## config.mk

```make
export PLATFORM = sky130hd
export DESIGN_NAME = scroll_hit_judge
export DESIGN_NICKNAME = d
export VERILOG_FILES = /design/src/rtl/scroll_pkg.sv /design/src/rtl/scroll_hit_judge_key_sync.sv /design/src/rtl/scroll_hit_judge.sv
export SDC_FILE = /design/constraint.sdc
export NUM_CORES = 1
export LEC_CHECK = 0
export ABC_AREA = 1
export CORE_MARGIN = 2
export CORE_UTILIZATION = 44
export CTS_CLUSTER_SIZE = 16
export DETAILED_ROUTE_END_ITERATION = 8
export HOLD_SLACK_MARGIN = 0.1
export PLACE_DENSITY = 0.78
export SLEW_MARGIN = 20
export SYNTH_ARGS = -nofsm -noshare
export SYNTH_HDL_FRONTEND = slang
export SYNTH_SLANG_ARGS = --single-unit
```

## constraint.sdc

```tcl
create_clock -name clk -period 10.7 [get_ports clk]
set_clock_uncertainty 0.2 [all_clocks]
set_input_delay 2.14 -clock clk [delete_from_list [all_inputs] [get_ports clk]]
set_output_delay 2.14 -clock clk [all_outputs]
set_load 0.005 [all_outputs]
```

## src/rtl/scroll_pkg.sv

```systemverilog
// Shared constants, lane code type and colour decode for the scrolling-lane rhythm video slot.
package scroll_pkg;

  localparam int LANE_COUNT = 8;
  localparam int LANE_WIDE  = 90;
  localparam int FRAME_W    = 720;
  localparam int FRAME_H    = 400;

  localparam logic [11:0] COLOR_NONE   = 12'hFFE;
  localparam logic [11:0] COLOR_CODE_1 = 12'hE34;
  localparam logic [11:0] COLOR_CODE_2 = 12'hADD;
  localparam logic [11:0] COLOR_CODE_3 = 12'h479;

  typedef logic [1:0] lane_code_t;

  // Unknown colours (anti-aliasing, background) read as an empty lane.
  function automatic lane_code_t decode_lane_color(input logic [11:0] rgb);
    case (rgb)
      COLOR_CODE_1: return 2'd1;
      COLOR_CODE_2: return 2'd2;
      COLOR_CODE_3: return 2'd3;
      default:      return 2'd0;
    endcase
  endfunction

  function automatic logic [3:0] count_lanes(input logic [LANE_COUNT-1:0] mask);
    count_lanes = '0;
    for (int i = 0; i < LANE_COUNT; i++) count_lanes = count_lanes + 4'(mask[i]);
  endfunction

endpackage

```

## src/rtl/scroll_hit_judge_key_sync.sv

```systemverilog
// Per-lane button synchronizer with a one-cycle rising-edge pulse.
module key_edge_sync (
  input  logic clk,
  input  logic reset,
  input  logic key_in,
  output logic edge_pulse
);

  logic sync_1, sync_2, prev, prime_1, prime_2;

  // prime_* mark when sync_2 holds a real sample; until then prev stays high
  // so a button held through reset release cannot look like a press.
  always_ff @(posedge clk or posedge reset) begin
    if (reset) begin
      sync_1     <= 1'b0;
      sync_2     <= 1'b0;
      prev       <= 1'b1;
      prime_1    <= 1'b0;
      prime_2    <= 1'b0;
      edge_pulse <= 1'b0;
    end else begin
      sync_1     <= key_in;
      sync_2     <= sync_1;
      prime_1    <= 1'b1;
      prime_2    <= prime_1;
      prev       <= prime_2 ? sync_2 : 1'b1;
      edge_pulse <= prime_2 & sync_2 & ~prev;
    end
  end

endmodule

```

## src/rtl/scroll_hit_judge.sv

```systemverilog
// Samples lane colours on the judge row, commits them once per frame, and scores button presses.
module scroll_hit_judge
  import scroll_pkg::*;
#(
  parameter logic [10:0] JUDGE_Y_RST = 11'd360,
  parameter logic [15:0] SAT_MAX     = 16'hFFFF
) (
  input  logic        clk,
  input  logic        reset,
  input  logic [10:0] x,
  input  logic [10:0] y,
  input  logic        cs,
  input  logic        write,
  input  logic        read,
  input  logic [13:0] addr,
  input  logic [31:0] wr_data,
  output logic [31:0] rd_data,
  input  logic [7:0]  key,
  input  logic [11:0] si_rgb,
  output logic [11:0] so_rgb
);

  logic [10:0] judge_y;
  logic [15:0] capture, capture_nxt, snapshot;
  logic [15:0] hit_cnt, miss_cnt, frame_cnt;
  logic        new_flag, overlay_en;
  logic [7:0]  key_pulse, lane_coded, hit_mask, miss_mask;
  logic        row_active, commit, wr_en, clr_cnt, rd_flag;
  logic        unused_bits;

  assign row_active  = (y == judge_y) && (judge_y < 11'(FRAME_H));
  assign commit      = row_active && (x == 11'(FRAME_W - 1));
  assign wr_en       = cs & write;
  assign clr_cnt     = wr_en && (addr[1:0] == 2'd1) && wr_data[0];
  assign rd_flag     = cs && read && (addr[1:0] == 2'd1);
  assign unused_bits = &{1'b0, addr[13:2], wr_data[31:11]};

  for (genvar g = 0; g < LANE_COUNT; g++) begin : g_lane
    key_edge_sync u_key_sync (
      .clk        (clk),
      .reset      (reset),
      .key_in     (key[g]),
      .edge_pulse (key_pulse[g])
    );
    assign lane_coded[g] = (snapshot[2*g +: 2] != 2'd0);
  end

  assign hit_mask  = key_pulse & lane_coded;
  assign miss_mask = key_pulse & ~lane_coded;

  always_comb begin
    capture_nxt = capture;
    for (int l = 0; l < LANE_COUNT; l++)
      if (row_active && (x == 11'(LANE_WIDE * l + LANE_WIDE / 2)))
        capture_nxt[2*l +: 2] = decode_lane_color(si_rgb);
  end

  function automatic logic [15:0] sat_add(input logic [15:0] cnt, input logic [3:0] inc);
    logic [16:0] sum;
    sum = {1'b0, cnt} + {13'b0, inc};
    return (sum > {1'b0, SAT_MAX}) ? SAT_MAX : sum[15:0];
  endfunction

  // Presses are judged against the snapshot as it stood before any same-cycle commit.
  always_ff @(posedge clk or posedge reset) begin
    if (reset) begin
      judge_y    <= JUDGE_Y_RST;
      capture    <= '0;
      snapshot   <= '0;
      hit_cnt    <= '0;
      miss_cnt   <= '0;
      frame_cnt  <= '0;
      new_flag   <= 1'b0;
      overlay_en <= 1'b0;
    end else begin
      capture <= capture_nxt;
      if (commit) begin
        snapshot  <= capture;
        frame_cnt <= frame_cnt + 16'd1;
      end
      if (commit)       new_flag <= 1'b1;
      else if (rd_flag) new_flag <= 1'b0;
      if (clr_cnt) begin
        hit_cnt  <= '0;
        miss_cnt <= '0;
      end else begin
        hit_cnt  <= sat_add(hit_cnt, count_lanes(hit_mask));
        miss_cnt <= sat_add(miss_cnt, count_lanes(miss_mask));
      end
      if (wr_en && (addr[1:0] == 2'd0)) judge_y    <= wr_data[10:0];
      if (wr_en && (addr[1:0] == 2'd1)) overlay_en <= wr_data[1];
    end
  end

  always_comb begin
    rd_data = '0;
    if (cs) begin
      case (addr[1:0])
        2'd0:    rd_data = {16'h0, snapshot};
        2'd1:    rd_data = {frame_cnt, 14'h0, overlay_en, new_flag};
        2'd2:    rd_data = {16'h0, hit_cnt};
        default: rd_data = {16'h0, miss_cnt};
      endcase
    end
  end

  assign so_rgb = (overlay_en && (y == judge_y) && (x < 11'(FRAME_W))) ? 12'hF00 : si_rgb;

endmodule

```

==> results of run 1 <==
[where the power goes]
| part | switching, uW | internal [uW] |
|---|---|---|
| clock | 216 | 356 |
| combinational | 134 | 102 |
| sequential | 39.8 | 525 |
[Yosys cell counts]
library cell | count | area (um^2)
sky130_fd_sc_hd__nor2_8 | 2 | 40.0
sky130_fd_sc_hd__a21oi_1 | 38 | 190
sky130_fd_sc_hd__nand4_2 | 1 | 12.5
sky130_fd_sc_hd__nor3_2 | 1 | 10.0
sky130_fd_sc_hd__clkbuf_1 | 7 | 26.3
sky130_fd_sc_hd__nand3_2 | 1 | 10.0
sky130_fd_sc_hd__conb_1 | 1 | 3.75
sky130_fd_sc_hd__dfrtp_1 | 115 | 2880
sky130_fd_sc_hd__a2111oi_0 | 1 | 8.76
sky130_fd_sc_hd__xnor2_1 | 12 | 105
sky130_fd_sc_hd__nand3_1 | 64 | 320
sky130_fd_sc_hd__nor2_2 | 6 | 37.5
sky130_fd_sc_hd__and2_1 | 1 | 6.26
sky130_fd_sc_hd__nand2_2 | 2 | 12.5
sky130_fd_sc_hd__ha_1 | 13 | 163
sky130_fd_sc_hd__buf_6 | 3 | 33.8
sky130_fd_sc_hd__nand2_1 | 292 | 1100
sky130_fd_sc_hd__xor2_1 | 13 | 114
sky130_fd_sc_hd__o21a_2 | 1 | 8.76
sky130_fd_sc_hd__buf_2 | 16 | 80.1
sky130_fd_sc_hd__nand2_4 | 1 | 11.3
sky130_fd_sc_hd__o211ai_1 | 2 | 15.0
sky130_fd_sc_hd__nor2_1 | 82 | 308
sky130_fd_sc_hd__o22ai_1 | 10 | 62.6
sky130_fd_sc_hd__inv_1 | 144 | 541
sky130_fd_sc_hd__dfstp_2 | 12 | 315
sky130_fd_sc_hd__o221ai_1 | 3 | 26.3
sky130_fd_sc_hd__mux2_2 | 5 | 56.3
sky130_fd_sc_hd__o21ai_0 | 18 | 90.1
sky130_fd_sc_hd__fa_1 | 10 | 200
sky130_fd_sc_hd__buf_4 | 3 | 22.5
sky130_fd_sc_hd__nor3_1 | 47 | 235
sky130_fd_sc_hd__nand4_1 | 72 | 450
sky130_fd_sc_hd__nand4_4 | 2 | 42.5
sky130_fd_sc_hd__inv_2 | 7 | 26.3
sky130_fd_sc_hd__nor2_4 | 3 | 33.8
[registers in the layout, summed over array words and instances, names as in the netlist, 11 cells and up]
signal / flops
snapshot: 16
frame_cnt: 16
capture: 16
judge_y: 11
miss_cnt: 16
hit_cnt: 16
[layer usage]
metal	GRT usage (%)	wire length (um)	vias to the layer above
met4	6.71	352	0
met1	28.7	8190	3209
met5	0	0	-
met2	34.7	8880	204
li1	-	-	3471
met3	4.38	1110	31
[final cells by class]
class                      instances  area, um^2
clock inverter                    11         131
sequential                       127        3190
fill                            1576        7690
tap                              225         282
timing repair buffer             106        1050
clock buffer                      20         457
multi-input combinational        704        3680
inverter                         151         569
[cell usage in the layout (no fill, tap or decap), types with 3 or more instances in the layout]
master / count
sky130_fd_sc_hd__nand2_1: 292
sky130_fd_sc_hd__inv_1: 143
sky130_fd_sc_hd__dfrtp_1: 115
sky130_fd_sc_hd__clkdlybuf4s50_1: 103
sky130_fd_sc_hd__nor2_1: 82
sky130_fd_sc_hd__nand4_1: 72
sky130_fd_sc_hd__nand3_1: 64
sky130_fd_sc_hd__nor3_1: 47
sky130_fd_sc_hd__a21oi_1: 38
sky130_fd_sc_hd__o21ai_0: 18
sky130_fd_sc_hd__clkbuf_16: 17
sky130_fd_sc_hd__xor2_1: 13
sky130_fd_sc_hd__ha_1: 13
sky130_fd_sc_hd__xnor2_1: 12
sky130_fd_sc_hd__dfstp_2: 12
sky130_fd_sc_hd__o22ai_1: 10
sky130_fd_sc_hd__fa_1: 10
sky130_fd_sc_hd__inv_2: 7
sky130_fd_sc_hd__nor2_2: 6
sky130_fd_sc_hd__mux2_2: 5
sky130_fd_sc_hd__nor2_4: 3
sky130_fd_sc_hd__o221ai_1: 3
sky130_fd_sc_hd__inv_6: 3
sky130_fd_sc_hd__clkinvlp_4: 3
sky130_fd_sc_hd__buf_4: 3
[metrics by stage]
| step | hold slack (ns) | worst slack [ns] | area [um^2] |
|---|---|---|---|
| after floorplan | 0.131 | 5.00 | 7590 |
| after global placement | 0.131 | 3.68 | 8770 |
| after detailed placement | 0.135 | 3.67 | 8770 |
| after CTS | 0.147 | 3.67 | 9360 |
| after global routing | 0.147 | 3.46 | 9360 |
| final | 0.146 | 3.64 | 9360 |
[worst paths after layout]
kind                                                              end  slack [ns]  depth (start not counted)
min in group asynchronous                    frame_cnt[7]$_DFFE_PP0P_        2.05                          2
worst min-delay path            g_lane[3].u_key_sync.sync_2$_DFF_PP0_        0.15                          0
max in group asynchronous                      judge_y[0]$_DFFE_PP0P_        6.97                          3
worst min register to register  g_lane[3].u_key_sync.sync_2$_DFF_PP0_        0.15                          0
worst max-delay path                                       rd_data[8]        3.64                          5
worst max register to register                  hit_cnt[10]$_DFF_PP0_        6.07                         17
[worst max-delay path: cells and delay by family]
| kind | cells | cell delay (ns) |
|---|---|---|
| simple gates | 1 | 0.56 |
| compound gates | 2 | 0.72 |
| buf+inv | 2 | 1.30 |
[kinds of logic after synthesis]
family / count (synthesis)
muxes: 5
DFF: 127
adders and majority gates: 23
buffers and inverters: 180
and+or+nand+nor: 577
xor gates and xnor gates: 25
AOI/OAI and AO/OA: 73
other: 1
==> results.md, run 1 <==
* Status: complete, no violations
* Share of final-layout standard cells stronger than drive strength 1 at 6.97%
* Total die area at 18300 um^2
* TNS Setup at 0 ns
* Nets at 1223
* Drt first-iter violations at 644
* # diodes at 0
* Largest net degree at the start of global routing at 70
* Sum of net half-perimeters after detailed placement at 13.5 mm
* Row count at 48
* DRC errors left at 0
* Reg-to-Reg Start: snapshot[4]$_DFFE_PP0P_
* H-tree levels at 4
* Maximum resistive drop on vdd at 0.112 mV
* Fraction of the yosys area taken by sequential cells at 42.1%
* Number of antenna violations at the first check in global routing at 0
* Distinct cell type count of the synthesized netlist at 36
* Class of the tightest hold or removal check: reg2reg
* Multiplexer share of the synthesized area at 0.742%
* Yosys reg bits at 127
* Count of yosys warnings during synthesis at 0
* Max Buffers Root-to-Sink at 2
* Overall routing resource usage at 21.3%
* Vias in the first global route at 6435
* Total instance count after detailed placement at 1313
* Count of pins over their slew limit at 0
* Die span in x at 135 um
* Start-to-end type of the worst setup path: in2out
* Clock latency reported for the late side of the worst-skew pair at 0.42 ns
* Post-Synth Simple-Gate Area at 34.6%
* Core area at 17100 um^2
* Routed wirelength normalized by instance count at 13.8 um
* Layout overhead on the synthesized area at 23.3%
* CTS tree: built
* Root buffer cell: sky130_fd_sc_hd__clkbuf_16
* Largest stage delay, worst path at 0.67 ns
* Number of antenna-violating nets in the routed design at 0
* IO Port Bufs at 103
* Startpoint of the most critical setup path: addr[1]
* Kind of end point of the critical path: output port
* Highest achievable clock rate at 0.142 GHz
* Filler-free cell count of the finished design at 1344
* Relative max-transition margin at 44.0%
* Chip height at 135 um
* Final clock period utilization by the worst path at 66.0%
* Worst Tran Pin Value at 0.839 ns
* CP Cell Sequence: clkdlybuf4s50_1 > nand2_1 > o22ai_1 > a2111oi_0 > clkdlybuf4s50_1
* Compound-gate portion of the synthesized area at 5.29%
* Clock slew at reported path FFs at 0.06 ns
* Ports at 137
* Core utilization of the finished layout at 54.9%
* Highest fanout seen on the critical path at 15
* Element type at the critical path start: primary input
* Fin crit period at 7.06 ns
* Syn avg cell area at 7.51 um^2
* Slowest CP cell: sky130_fd_sc_hd__clkdlybuf4s50_1
* Initial Util at 44.5%
* Most numerous cell on the critical path: sky130_fd_sc_hd__clkdlybuf4s50_1
* Combinational family with the most area after synthesis: simple AND/OR/NAND/NOR gates
* Synth Instances at 1011
* Total grt overflow at 0
* Cell leakage power at 0.00464 uW
* Post-cts hold buffer count at 0
* Max capacitance violation total at 0
* Post-cts repair resize count at 0
* Synthesized-area fraction occupied by xor and xnor cells at 2.88%
* Net count after synthesis at 1127
* Cell area after synthesis at 7590 um^2
* Pre-Repair DR Iteration Count at 7
* RSZ-0062 raised after global routing: no
* Via count at 6915
* Total Power Consumption at 1370 uW
* First-pass GRT wire length at 31.0 mm
* Data arrival time at the worst-slack endpoint at 4.72 ns
* Inserted Clock Buffers at 17
* Crit path required time at 8.36 ns
* Fin. Hold Viols at 0
* Sum of routed wire length over all layers at 18.5 mm
* Buffer count from post-CTS setup fixing at 0
* Setup violation total in the final timing report at 0
* Average vias per placed instance at 5.15
* RePlAce Congestion at 0.912
* Arithmetic-cell share of the synthesized area counting full adders, half adders and majority gates at 4.78%
* CTS sink count at 127
* Critical hold path startpoint: g_lane[3].u_key_sync.sync_1$_DFF_PP0_
* Power Density at 147 nW/um^2
Note: power is estimated with default switching activity, not from simulation.
==> inputs of run 2 (changes only) <==
clock period = 7.3 ns   (was 10.7 ns; I/O delays follow)
==> results.md, run 2 (synthesis results as in run 1) <==
* Max capacitance violation total at 0 (unchanged)
* CTS sink count at 127 (unchanged)
* Count of pins over their slew limit at 0 (unchanged)
* Layout overhead on the synthesized area at 23.2% (about the same)
* Chip height at 135 um (unchanged)
* Number of antenna-violating nets in the routed design at 0 (unchanged)
* Slowest CP cell: sky130_fd_sc_hd__clkdlybuf4s50_1
* Overall routing resource usage at 21.7% (+0.45 points)
* # diodes at 0 (unchanged)
* Core area at 17100 um^2 (unchanged)
* Routed wirelength normalized by instance count at 13.9 um (+1.1%)
* Start-to-end type of the worst setup path: in2out
* RePlAce Congestion at 0.937 (+2.7%)
* Highest achievable clock rate at 0.176 GHz
* Average vias per placed instance at 5.17 (+0.40%)
* Highest fanout seen on the critical path at 49 (+34)
* CP Cell Sequence: clkdlybuf4s50_1 > xnor2_1 > inv_1 > nor2_1 > nand2_1 > nor2_2 > buf_4 > nand3_1 > nand2_1 > clkdlybuf4s50_1
* Worst Tran Pin Value at 0.847 ns (+0.00780 ns)
* Sum of net half-perimeters after detailed placement at 13.7 mm (+1.2%)
* Maximum resistive drop on vdd at 0.170 mV (+53%)
* Buffer count from post-CTS setup fixing at 0 (unchanged)
* Vias in the first global route at 6507 (+1.1%)
* DRC errors left at 0 (unchanged)
* Most common cell after layout, fill and taps aside: sky130_fd_sc_hd__nand2_1
* H-tree levels at 4 (unchanged)
* Sum of routed wire length over all layers at 18.8 mm (+1.2%)
* Element type at the critical path start: primary input
* Crit path required time at 5.64 ns (-2.72 ns)
* Total die area at 18300 um^2 (unchanged)
* Die span in x at 135 um (unchanged)
* Clock slew at reported path FFs at 0.06 ns (about the same)
* Clock latency reported for the late side of the worst-skew pair at 0.42 ns (about the same)
* Share of final-layout standard cells stronger than drive strength 1 at 7.14% (+0.17 points)
* Via count at 6948 (+0.48%)
* Row count at 48 (unchanged)
* Inserted Clock Buffers at 17 (unchanged)
* Nets at 1223 (unchanged)
* RSZ-0062 raised after global routing: no
* Cell leakage power at 0.00464 uW (about the same)
* Drt first-iter violations at 540 (-16%)
* Total instance count after detailed placement at 1313 (unchanged)
* Pre-Repair DR Iteration Count at 8 (+1)
* Fin crit period at 5.69 ns
* Fin. Hold Viols at 0 (unchanged)
* Post-cts repair resize count at 0 (unchanged)
* Filler-free cell count of the finished design at 1345 (+0.074%)
* Status: complete, no violations
* First-pass GRT wire length at 31.3 mm (+0.98%)
* Final clock period utilization by the worst path at 77.9%
* Post-cts hold buffer count at 0 (unchanged)
* Max Buffers Root-to-Sink at 2 (unchanged)
* Class of the tightest hold or removal check: reg2reg
* Relative max-transition margin at 43.5% (-0.52 points)
* Power Density at 214 nW/um^2 (+46%)
* Setup violation total in the final timing report at 0 (unchanged)
* Total grt overflow at 0 (unchanged)
* Largest stage delay, worst path at 0.53 ns (-0.14 ns)
* TNS Setup at 0 ns (unchanged)
* Largest net degree at the start of global routing at 70 (unchanged)
* Ports at 137 (unchanged)
* Data arrival time at the worst-slack endpoint at 4.03 ns (-0.69 ns)
* Kind of end point of the critical path: output port
* Number of antenna violations at the first check in global routing at 1 (+1)
* Initial Util at 44.5% (unchanged)
* CTS tree: built
* Highest-count cells in the layout ignoring fill and taps: sky130_fd_sc_hd__nand2_1, sky130_fd_sc_hd__inv_1, sky130_fd_sc_hd__dfrtp_1
* IO Port Bufs at 103 (unchanged)
* Root buffer cell: sky130_fd_sc_hd__clkbuf_16
run 2: metal layers:
| metal | up-vias | part of all wire, % | routed length, um | GRT usage (%) |
|---|---|---|---|---|
| li1 | 3471 | - | - | - |
| met1 | 3252 | 45 | 8420 | 28.8 |
| met2 | 195 | 48 | 8990 | 35.8 |
| met3 | 28 | 5.4 | 1020 | 5.27 |
| met4 | 2 | 1.7 | 316 | 5.84 |
| met5 | - | 0.069 | 13 | 0 |
run 2: worst paths after layout:
| kind | slack (ns) | cells after the start | endpoint | from |
|---|---|---|---|---|
| worst max-delay path | 1.61 | 10 | so_rgb[11] | y[3] |
| worst min-delay path | 0.15 | 0 | g_lane[2].u_key_sync.sync_2$_DFF_PP0_ | g_lane[2].u_key_sync.sync_1$_DFF_PP0_ |
| worst max register to register | 2.57 | 17 | hit_cnt[9]$_DFF_PP0_ | snapshot[0]$_DFFE_PP0P_ |
| worst min register to register | 0.15 | 0 | g_lane[2].u_key_sync.sync_2$_DFF_PP0_ | g_lane[2].u_key_sync.sync_1$_DFF_PP0_ |
| max in group asynchronous | 4.25 | 3 | judge_y[4]$_DFFE_PP0P_ | reset |
| min in group asynchronous | 1.36 | 2 | frame_cnt[7]$_DFFE_PP0P_ | reset |
run 2: where the power goes:
part,internal [uW],switching (uW)
clock network,492,337
registers,769,57.9
logic,149,196
run 2: cell type report:
| cell class | count | area (um^2) |
|---|---|---|
| Multi-Input combinational cell | 704 | 3680 |
| Clock inverter | 13 | 128 |
| Fill cell | 1608 | 7700 |
| Timing Repair Buffer | 106 | 1050 |
| Sequential cell | 127 | 3190 |
| Tap cell | 225 | 282 |
| Inverter | 151 | 569 |
| Clock buffer | 19 | 453 |
run 2: worst max-delay path, delay by kind of cell:
family | cells | cell delay (ns)
buffers and inverters | 4 | 1.43
and+or+nand+nor | 5 | 0.89
xor gates and xnor gates | 1 | 0.24
run 2: through the flow:
stage               area, um^2  utilization [%]  power [uW]  hold slack, ns  setup slack (ns)
finish                    9350             54.8        2000           0.147              1.61
global route              9350             54.8        2110           0.158              1.36
CTS                       9350             54.8        2010           0.150              1.60
detailed placement        8770             51.4        1180           0.136              1.60
global placement          8770             51.4        1170           0.131              1.64
floorplan                 7590                -        1060           0.131              2.28
